## config.mk

```make
export PLATFORM = sky130hd
export DESIGN_NAME = ospi_master
export DESIGN_NICKNAME = d
export VERILOG_FILES = /design/src/rtl/ospi_master.sv
export SDC_FILE = /design/constraint.sdc
export NUM_CORES = 1
export LEC_CHECK = 0
export ABC_AREA = 1
export CAP_MARGIN = 20
export CORE_ASPECT_RATIO = 1.4
export CORE_MARGIN = 2
export CORE_UTILIZATION = 30
export DETAILED_ROUTE_END_ITERATION = 6
export GPL_TIMING_DRIVEN = 0
export SETUP_SLACK_MARGIN = 0.2
export SYNTH_ARGS = -nofsm -noshare
export SYNTH_HDL_FRONTEND = slang
export SYNTH_SLANG_ARGS = --single-unit
```

## constraint.sdc

```tcl
create_clock -name clk -period 2.56 [get_ports clk]
set_clock_uncertainty 0.2 [all_clocks]
set_input_delay 0.512 -clock clk [delete_from_list [all_inputs] [get_ports clk]]
set_output_delay 0.512 -clock clk [all_outputs]
set_load 0.005 [all_outputs]
```

## src/rtl/ospi_master.sv

```systemverilog
// Octal-SPI initiator (SDR, mode 0). It sends the command, the address, optional dummy beats
// and then the write or read data, one byte per OSPI clock on IO[7:0].
//
// state | meaning
// IDLE  | bus released, waiting for start
// CMD   | command beat
// ADDR  | address beats, MSB byte first
// DUMMY | turnaround beats before read data, IO released
// WDATA | write beats, one tx handshake per beat (may stall with clock low)
// RDATA | read beats, io_in captured on each rising OSPI_CLK
// CSH   | chip select high for the minimum deselect time
// DONE  | one-cycle completion pulse, new start accepted
module ospi_master #(
    parameter int CLK_DIV      = 2,
    parameter int ADDR_BYTES   = 1,
    parameter int DUMMY_CYCLES = 4
) (
    input  logic                    clk,
    input  logic                    reset_n,
    input  logic                    start,
    input  logic [7:0]              cmd,
    input  logic [8*ADDR_BYTES-1:0] addr,
    input  logic                    is_read,
    input  logic [4:0]              len,
    output logic                    busy,
    output logic                    done,
    input  logic [7:0]              tx_data,
    input  logic                    tx_valid,
    output logic                    tx_ready,
    output logic [7:0]              rx_data,
    output logic                    rx_valid,
    output logic                    OSPI_CLK,
    output logic                    OSPI_CS,
    output logic [7:0]              io_out,
    output logic                    io_oe,
    input  logic [7:0]              io_in
);
    localparam int AW    = 8 * ADDR_BYTES;
    localparam int DIV_W = $clog2(2 * CLK_DIV) + 1;
    localparam logic [DIV_W-1:0] HALF_LOAD  = DIV_W'(CLK_DIV - 1);
    localparam logic [DIV_W-1:0] CSH_LOAD   = DIV_W'(2 * CLK_DIV - 1);
    localparam logic [4:0]       ADDR_LOAD  = 5'(ADDR_BYTES - 1);
    localparam logic [4:0]       DUMMY_LOAD = 5'(DUMMY_CYCLES - 1);

    typedef enum logic [2:0] {
        S_IDLE, S_CMD, S_ADDR, S_DUMMY, S_WDATA, S_RDATA, S_CSH, S_DONE
    } state_t;

    state_t           state;
    logic [DIV_W-1:0] div_cnt;
    logic [4:0]       beat_cnt;
    logic             stall;
    logic [AW-1:0]    addr_sh;
    logic             is_read_q;
    logic [4:0]       len_q;

    logic in_beat;
    logic rise;
    logic pre_end;
    logic next_write;

    always_comb begin
        in_beat    = 1'b0;
        rise       = 1'b0;
        pre_end    = 1'b0;
        next_write = 1'b0;
        in_beat = !stall && (state inside {S_CMD, S_ADDR, S_DUMMY, S_WDATA, S_RDATA});
        rise    = in_beat && !OSPI_CLK && (div_cnt == '0);
        if (CLK_DIV == 1)
            pre_end = rise;
        else
            pre_end = in_beat && OSPI_CLK && (div_cnt == DIV_W'(1));
        next_write = ((state == S_ADDR) && (beat_cnt == 5'd0) && !is_read_q && (len_q != 5'd0)) ||
                     ((state == S_WDATA) && (beat_cnt != 5'd0));
    end

    always_ff @(posedge clk or negedge reset_n) begin
        if (!reset_n) begin
            state     <= S_IDLE;
            div_cnt   <= '0;
            beat_cnt  <= 5'd0;
            stall     <= 1'b0;
            addr_sh   <= '0;
            is_read_q <= 1'b0;
            len_q     <= 5'd0;
            busy      <= 1'b0;
            done      <= 1'b0;
            tx_ready  <= 1'b0;
            rx_data   <= 8'h00;
            rx_valid  <= 1'b0;
            OSPI_CLK  <= 1'b0;
            OSPI_CS   <= 1'b1;
            io_out    <= 8'h00;
            io_oe     <= 1'b0;
        end else begin
            done     <= 1'b0;
            rx_valid <= 1'b0;

            // tx_ready rises for the last high cycle of the previous beat, so an
            // immediately valid byte lands on io_out exactly as the write beat starts.
            if (pre_end && next_write)
                tx_ready <= 1'b1;

            if (rise && (state == S_RDATA)) begin
                rx_data  <= io_in;
                rx_valid <= 1'b1;
            end

            case (state)
                S_IDLE, S_DONE: begin
                    if (start) begin
                        addr_sh   <= addr;
                        is_read_q <= is_read;
                        len_q     <= len;
                        busy      <= 1'b1;
                        OSPI_CS   <= 1'b0;
                        OSPI_CLK  <= 1'b0;
                        io_oe     <= 1'b1;
                        io_out    <= cmd;
                        div_cnt   <= HALF_LOAD;
                        stall     <= 1'b0;
                        state     <= S_CMD;
                    end else begin
                        state <= S_IDLE;
                    end
                end

                S_CSH: begin
                    if (div_cnt == '0) begin
                        state <= S_DONE;
                        done  <= 1'b1;
                        busy  <= 1'b0;
                    end else begin
                        div_cnt <= div_cnt - DIV_W'(1);
                    end
                end

                default: begin
                    if (stall) begin
                        if (tx_valid) begin
                            io_out   <= tx_data;
                            tx_ready <= 1'b0;
                            stall    <= 1'b0;
                            div_cnt  <= HALF_LOAD;
                        end
                    end else if (div_cnt != '0) begin
                        div_cnt <= div_cnt - DIV_W'(1);
                    end else if (!OSPI_CLK) begin
                        OSPI_CLK <= 1'b1;
                        div_cnt  <= HALF_LOAD;
                    end else begin
                        OSPI_CLK <= 1'b0;
                        div_cnt  <= HALF_LOAD;
                        case (state)
                            S_CMD: begin
                                io_out   <= addr_sh[AW-1 -: 8];
                                addr_sh  <= addr_sh << 8;
                                beat_cnt <= ADDR_LOAD;
                                state    <= S_ADDR;
                            end
                            S_ADDR: begin
                                if (beat_cnt != 5'd0) begin
                                    io_out   <= addr_sh[AW-1 -: 8];
                                    addr_sh  <= addr_sh << 8;
                                    beat_cnt <= beat_cnt - 5'd1;
                                end else if (is_read_q && (len_q != 5'd0)) begin
                                    io_oe <= 1'b0;
                                    if (DUMMY_CYCLES > 0) begin
                                        beat_cnt <= DUMMY_LOAD;
                                        state    <= S_DUMMY;
                                    end else begin
                                        beat_cnt <= len_q - 5'd1;
                                        state    <= S_RDATA;
                                    end
                                end else if (len_q != 5'd0) begin
                                    beat_cnt <= len_q - 5'd1;
                                    state    <= S_WDATA;
                                    if (tx_valid) begin
                                        io_out   <= tx_data;
                                        tx_ready <= 1'b0;
                                    end else begin
                                        stall <= 1'b1;
                                    end
                                end else begin
                                    OSPI_CS <= 1'b1;
                                    io_oe   <= 1'b0;
                                    div_cnt <= CSH_LOAD;
                                    state   <= S_CSH;
                                end
                            end
                            S_DUMMY: begin
                                if (beat_cnt != 5'd0) begin
                                    beat_cnt <= beat_cnt - 5'd1;
                                end else begin
                                    beat_cnt <= len_q - 5'd1;
                                    state    <= S_RDATA;
                                end
                            end
                            S_WDATA: begin
                                if (beat_cnt != 5'd0) begin
                                    beat_cnt <= beat_cnt - 5'd1;
                                    if (tx_valid) begin
                                        io_out   <= tx_data;
                                        tx_ready <= 1'b0;
                                    end else begin
                                        stall <= 1'b1;
                                    end
                                end else begin
                                    OSPI_CS <= 1'b1;
                                    io_oe   <= 1'b0;
                                    div_cnt <= CSH_LOAD;
                                    state   <= S_CSH;
                                end
                            end
                            default: begin
                                if (beat_cnt != 5'd0) begin
                                    beat_cnt <= beat_cnt - 5'd1;
                                end else begin
                                    OSPI_CS <= 1'b1;
                                    io_oe   <= 1'b0;
                                    div_cnt <= CSH_LOAD;
                                    state   <= S_CSH;
                                end
                            end
                        endcase
                    end
                end
            endcase
        end
    end

endmodule
```

# After elaboration in Yosys (flattened, before gate mapping)
# Index checks and enable logic that the tools add are counted.
[word_totals] register_bits=49 in_bits=42 output_inout_bits=23 elab_cells=195
[op_classes] n_addsub=3 n_eq_ne=30 n_mux=98 n_bitwise=4 reduce_logical=44
[op_table] cell="two-way mux 8 bit" count=14
[op_table] cell="case mux 8 bit (2 select lines)" count=3
[op_table] cell="two-way mux 1 bit" count=42
[op_table] cell="two-way mux 3 bit" count=13
[op_table] cell="two-way mux 5 bit" count=5
[op_table] cell="!= test 4 x 2 -> 1 bit (second input constant)" count=6
[op_table] cell="case mux 8 bit (3 select lines)" count=1
[op_table] cell="nonzero test 5 bit" count=4
[op_table] cell="case mux 1 bit (2 select lines)" count=9
[op_table] cell="AND reduction 8 bit" count=2
[op_table] cell="case mux 5 bit (3 select lines)" count=1
[op_table] cell="AND reduction 7 bit" count=2
[op_table] cell="equality test 3 bit (second input constant)" count=4
[op_table] cell="logical AND 1 bit" count=12
[op_table] cell="two-way mux 2 bit" count=6
[op_table] cell="case mux 3 bit (2 select lines)" count=2
[op_table] cell="nonzero test 3 bit" count=4
[op_table] cell="subtractor 5 x 1 -> 5 bit (second input constant)" count=2
[op_table] cell="!= test 3 x 1 -> 1 bit (second input constant)" count=3
[op_table] cell="!= test 3 x 2 -> 1 bit (second input constant)" count=3
[op_table] cell="case mux 3 bit (3 select lines)" count=1
[op_table] cell="AND reduction 9 bit" count=1
[op_table] cell="!= test 2 x 1 -> 1 bit (second input constant)" count=4
[op_table] cell="equality test 3 x 1 -> 1 bit (second input constant)" count=2
[op_table] cell="20 further kinds" count=33

# Logic depth before layout (Yosys ltp)
[logic_depth] ltp_word=16 ltp_mapped=12

# Least setup slack after synthesis
# OpenSTA, ideal clock, no wires.
[synth_path] kind="register -> register" startpoint="register div_cnt[0]" endpoint="register addr_sh[5]" setup_time_ns=0.117 arrival_time_ns=1.529 required_ns=2.243 setup_slack_ns=0.714 stages_incl_launch_ff=13 cell_sequence="dfrtp_1 > inv_1 > ha_1 > nand2_1 > nor2_1 > inv_1 > nand2_1 > nand3_1 > nor2_4 > nand2_4 > buf_6 > nand2_2 > o21ai_2"
[synth_via] elab_chain_cells=3
[synth_lines] item="from (decl)" line_no="50" text="logic [DIV_W-1:0] div_cnt;"
[synth_lines] item="from (signal assigned)" line_no="134" text="div_cnt <= div_cnt - DIV_W'(1);"
[synth_lines] item="from (signal assigned)" line_no="147" text="div_cnt <= div_cnt - DIV_W'(1);"
[synth_lines] item="nonzero test 3 bit" line_no="146" text="end else if (div_cnt != '0) begin"
[synth_lines] item="!= test 2 x 1 -> 1 bit (no source line)"
[synth_lines] item="AND reduction 7 bit (no source line)"
[synth_lines] item="to (signal assigned)" line_no="112" text="addr_sh <= addr;"
[synth_lines] item="to (signal assigned)" line_no="157" text="addr_sh <= addr_sh << 8;"
[synth_lines] item="to (signal assigned)" line_no="164" text="addr_sh <= addr_sh << 8;"
[synth_lines] item="to (decl)" line_no="53" text="logic [AW-1:0] addr_sh;"
# Every way passes these cells.
# A chain may end at the register's enable or synchronous reset.

# Worst setup path in the final report
[layout_path] startpoint="register div_cnt[0]" endpoint="register addr_sh[6]"
# Same word-level chain as after synthesis.

==> flow_metrics.env <==
export IMPL_synth_edf_count=0
export IMPL_vias_per_cell=4.61
export IMPL_antenna_found_initial=0
export IMPL_ant_nets=0
export IMPL_cts_htree_levels=2
export IMPL_grtUsageMet3_pct=2.41
export IMPL_drive_gt1_share_pct=8.62
export IMPL_regToRegEndpoint="addr_sh[6]$_DFFE_PN0P_"
export IMPL_r2r_slack_ns=0.41
export IMPL_fin_area_sq_um=4140
export IMPL_synth_top_area_share_pct=37.9
export IMPL_synthTopCellsByCount="nand2_1 (229), dfrtp_1 (48), inv_1 (43), nor2_1 (31), nand3_1 (24)"
export IMPL_rows=44
export IMPL_synth_cell_type_count=32
export IMPL_grt_busiest_layer="met2"
export IMPL_synth_avg_cell_area_sq_um=6.69
export IMPL_yosys_area_share_simple_pct=39.4
export IMPL_dp_hpwl_um=6570
export IMPL_start_util_pct=30.6
export IMPL_clk_latency_ns=0.29
export IMPL_portBuffers=63
export IMPL_cts_tree="built"
export IMPL_outcome="finished with violations"
export IMPL_cap_violations=0
export IMPL_slew_viol_final=0
export IMPL_globalRouteMet1Util_pct=17.3
export IMPL_wirelength_um=8350
export IMPL_detail_route_iter0_violations=133
export IMPL_hold_viol_final=7
export IMPL_synth_compound_area_share_pct=9.41
export IMPL_synthAdderAreaFrac_pct=2.77
export IMPL_setup_ws_ns=0.413
export IMPL_grt_usage_pct=15.2
export IMPL_synthXorXnorAreaFrac_pct=1.11
export IMPL_synth_most_common_cell="nand2_1"
export IMPL_syn_area_sq_um=3170
export IMPL_synth_mux_area_share_pct=0
export IMPL_grt_util_met2_pct=28.5
export IMPL_grt_overflow_total=0
export IMPL_ctsHoldBuffers=0
export IMPL_io_pins=65
export IMPL_cts_clk_slew_worst_paths_ns=0.07
export IMPL_crit_path_max_fanout=10
export IMPL_coreArea_sq_um=10300
export IMPL_dp_cells=675
export IMPL_worstReg2RegStart="div_cnt[0]$_DFFE_PN0P_"
export IMPL_grt_pass1_wl_um=14300
export IMPL_diodes=0
export IMPL_cts_setup_buffers=0
export IMPL_max_clock_path_buffers=2
export IMPL_drc=0
export IMPL_vias=3146
export IMPL_critPathCaptureType="register"
export IMPL_die_w_um=90.8
export IMPL_syn_to_final_growth_pct=30.9
export IMPL_grt_max_degree=29
export IMPL_dp_slack_ns=0.268
export IMPL_ys_seq_area_share_pct=38.8
export IMPL_clkSinkCount=49
export IMPL_synth_top_family_by_area="simple AND/OR/NAND/NOR gates"
export IMPL_p_leak_nw=2.08
export IMPL_rsz0062_at_grt="no"
export IMPL_fmax_mhz=466
export IMPL_final_nets=593
export IMPL_postPlaceCellArea_sq_um=3980
export IMPL_syn_inst=473
export IMPL_dieArea_sq_um=11400
export IMPL_synth_async_sr_flop_share_pct=100
export IMPL_p_per_area_nw_per_um2=1250
export IMPL_cts_buffers=5
export IMPL_wire_per_inst_um=12.2
export IMPL_die_h_um=126
export IMPL_ys_warn_count=0
export IMPL_dr_pass1_iters=4
export IMPL_required_ns=2.55
export IMPL_violations="negative hold slack"
export IMPL_hold_path_class="in2async"
export IMPL_fin_crit_sh_pct=83.9
export IMPL_ir_drop_v=0.000388
export IMPL_total_power_mw=5.20
export IMPL_critical_path_class="reg2reg"
export IMPL_ys_top_cells_by_area="dfrtp_1 (38%), nand2_1 (27%), inv_1 (5.1%), nand3_1 (3.8%), nor2_1 (3.7%)"
export IMPL_worst_setup_path_start_kind="register"
export IMPL_hold_ws_ns=-0.00844
export IMPL_setup_viol_count_final=0
export IMPL_synth_seq_cells=49
export IMPL_cts_root_buf="clkbuf_16"
export IMPL_min_period_ns=2.15
export IMPL_ctsResizeCount=0
export IMPL_cp_arrival_ns=2.14
export IMPL_synthFlopType="dfrtp_1"
export IMPL_fin_cells=683
export IMPL_tightest_slew_ns=0.538
export IMPL_grt_pass1_vias=3146
export IMPL_synth_fp_nets=522
export IMPL_rr_worst_depth=12
export IMPL_gp_congestion=0.917
export IMPL_relSlewSlack_pct=64.2
export IMPL_synth_area_leader_cell="dfrtp_1"
==> cell type report <==
cell class | instances | area (sq um)
Buffer | 11 | 85.1
Clock buffer | 7 | 153
Clock inverter | 1 | 5.00
Fill cell | 1150 | 6210
Inverter | 49 | 186
Multi-Input combinational cell | 364 | 1670
Sequential cell | 49 | 1230
Tap cell | 138 | 173
Timing Repair Buffer | 64 | 646
==> critical path, stage by stage, from the launching register on <==
cell and delay [ns]:
dfrtp_1 0.40, inv_1 0.11, ha_1 0.18, nand2_1 0.16, nor2_1 0.17, inv_1 0.05
nand2_1 0.06, nand3_1 0.16, nor2_4 0.19, nand2_4 0.10, buf_6 0.16, nand2_2 0.06
o21ai_2 0.04
==> metrics by stage <==
| stage | utilization, % | setup TNS [ns] |
|---|---|---|
| 2_1_floorplan | - | 0 |
| 3_3_place_gp | 38.3 | -32.62 |
| 3_5_place_dp | 38.5 | 0 |
| 4_1_cts | 40.0 | 0 |
| 5_1_grt | 40.0 | 0 |
| 6_report | 40.0 | 0 |
==> where the power goes <==
group          leakage, nW  internal [mW]  total, mW  switching, mW
clock network       0.0799          0.414      0.709          0.295
logic                 1.41           1.21       3.21           1.99
registers            0.600           1.10       1.28          0.179
==> per-layer routing <==
metal  share of wire (%)  wire, um  up-vias
met3                 3.5       295       14
met4                 2.3       189        0
met2                  53      4400       66
met5                   0         0        -
met1                  42      3460     1458
li1                    -         -     1608
==> layout by cell type (no fill, tap or decap), types with 2 or more instances in the layout <==
| cell | n |
|---|---|
| nand2_1 | 229 |
| ha_1 | 7 |
| nand3_1 | 24 |
| buf_4 | 3 |
| nor3_1 | 2 |
| clkbuf_1 | 2 |
| o211ai_1 | 2 |
| nand2_2 | 6 |
| clkinv_1 | 3 |
| nand4_1 | 3 |
| nor2_1 | 30 |
| inv_2 | 2 |
| xor2_1 | 3 |
| nand3_2 | 2 |
| o21ai_0 | 22 |
| clkdlybuf4s50_1 | 62 |
| buf_2 | 3 |
| nand2_4 | 2 |
| inv_1 | 43 |
| clkbuf_8 | 2 |
| a21oi_1 | 13 |
| nor2_4 | 2 |
| dfrtp_1 | 48 |
| clkbuf_16 | 5 |
| o21ai_2 | 8 |
| buf_6 | 4 |
| nor2_2 | 3 |
==> flip-flops by register name, summed over array words and instances (netlist names), 3 cells and up <==
signal,count
addr_sh,8
io_out,8
rx_data,8
beat_cnt,5
len_q,5
div_cnt,3
state,3
==> cells by family (layout without fill, tap and decap cells) <==
kind of cell / count (synthesis) / in the layout
buf+inv: 60 / 132
simple gates: 304 / 304
fa+ha+maj: 7 / 7
xor+xnor: 4 / 4
flops: 49 / 49
compound gates: 49 / 49
==> worst max path at each step <==
stage	startpoint	endpoint	slack, ns	depth (start not counted)
global placement	reset_n	io_out[6]$_DFFE_PN0P_	-0.68	1
finish	div_cnt[0]$_DFFE_PN0P_	addr_sh[6]$_DFFE_PN0P_	0.41	12
CTS	beat_cnt[0]$_DFFE_PN0P_	io_out[6]$_DFFE_PN0P_	0.31	12
global route	div_cnt[0]$_DFFE_PN0P_	addr_sh[6]$_DFFE_PN0P_	0.23	12
detailed placement	start	addr_sh[6]$_DFFE_PN0P_	0.27	9
floorplan	div_cnt[0]$_DFFE_PN0P_	addr_sh[5]$_DFFE_PN0P_	0.71	12
No activity file was read; power rests on OpenSTA's default activity.
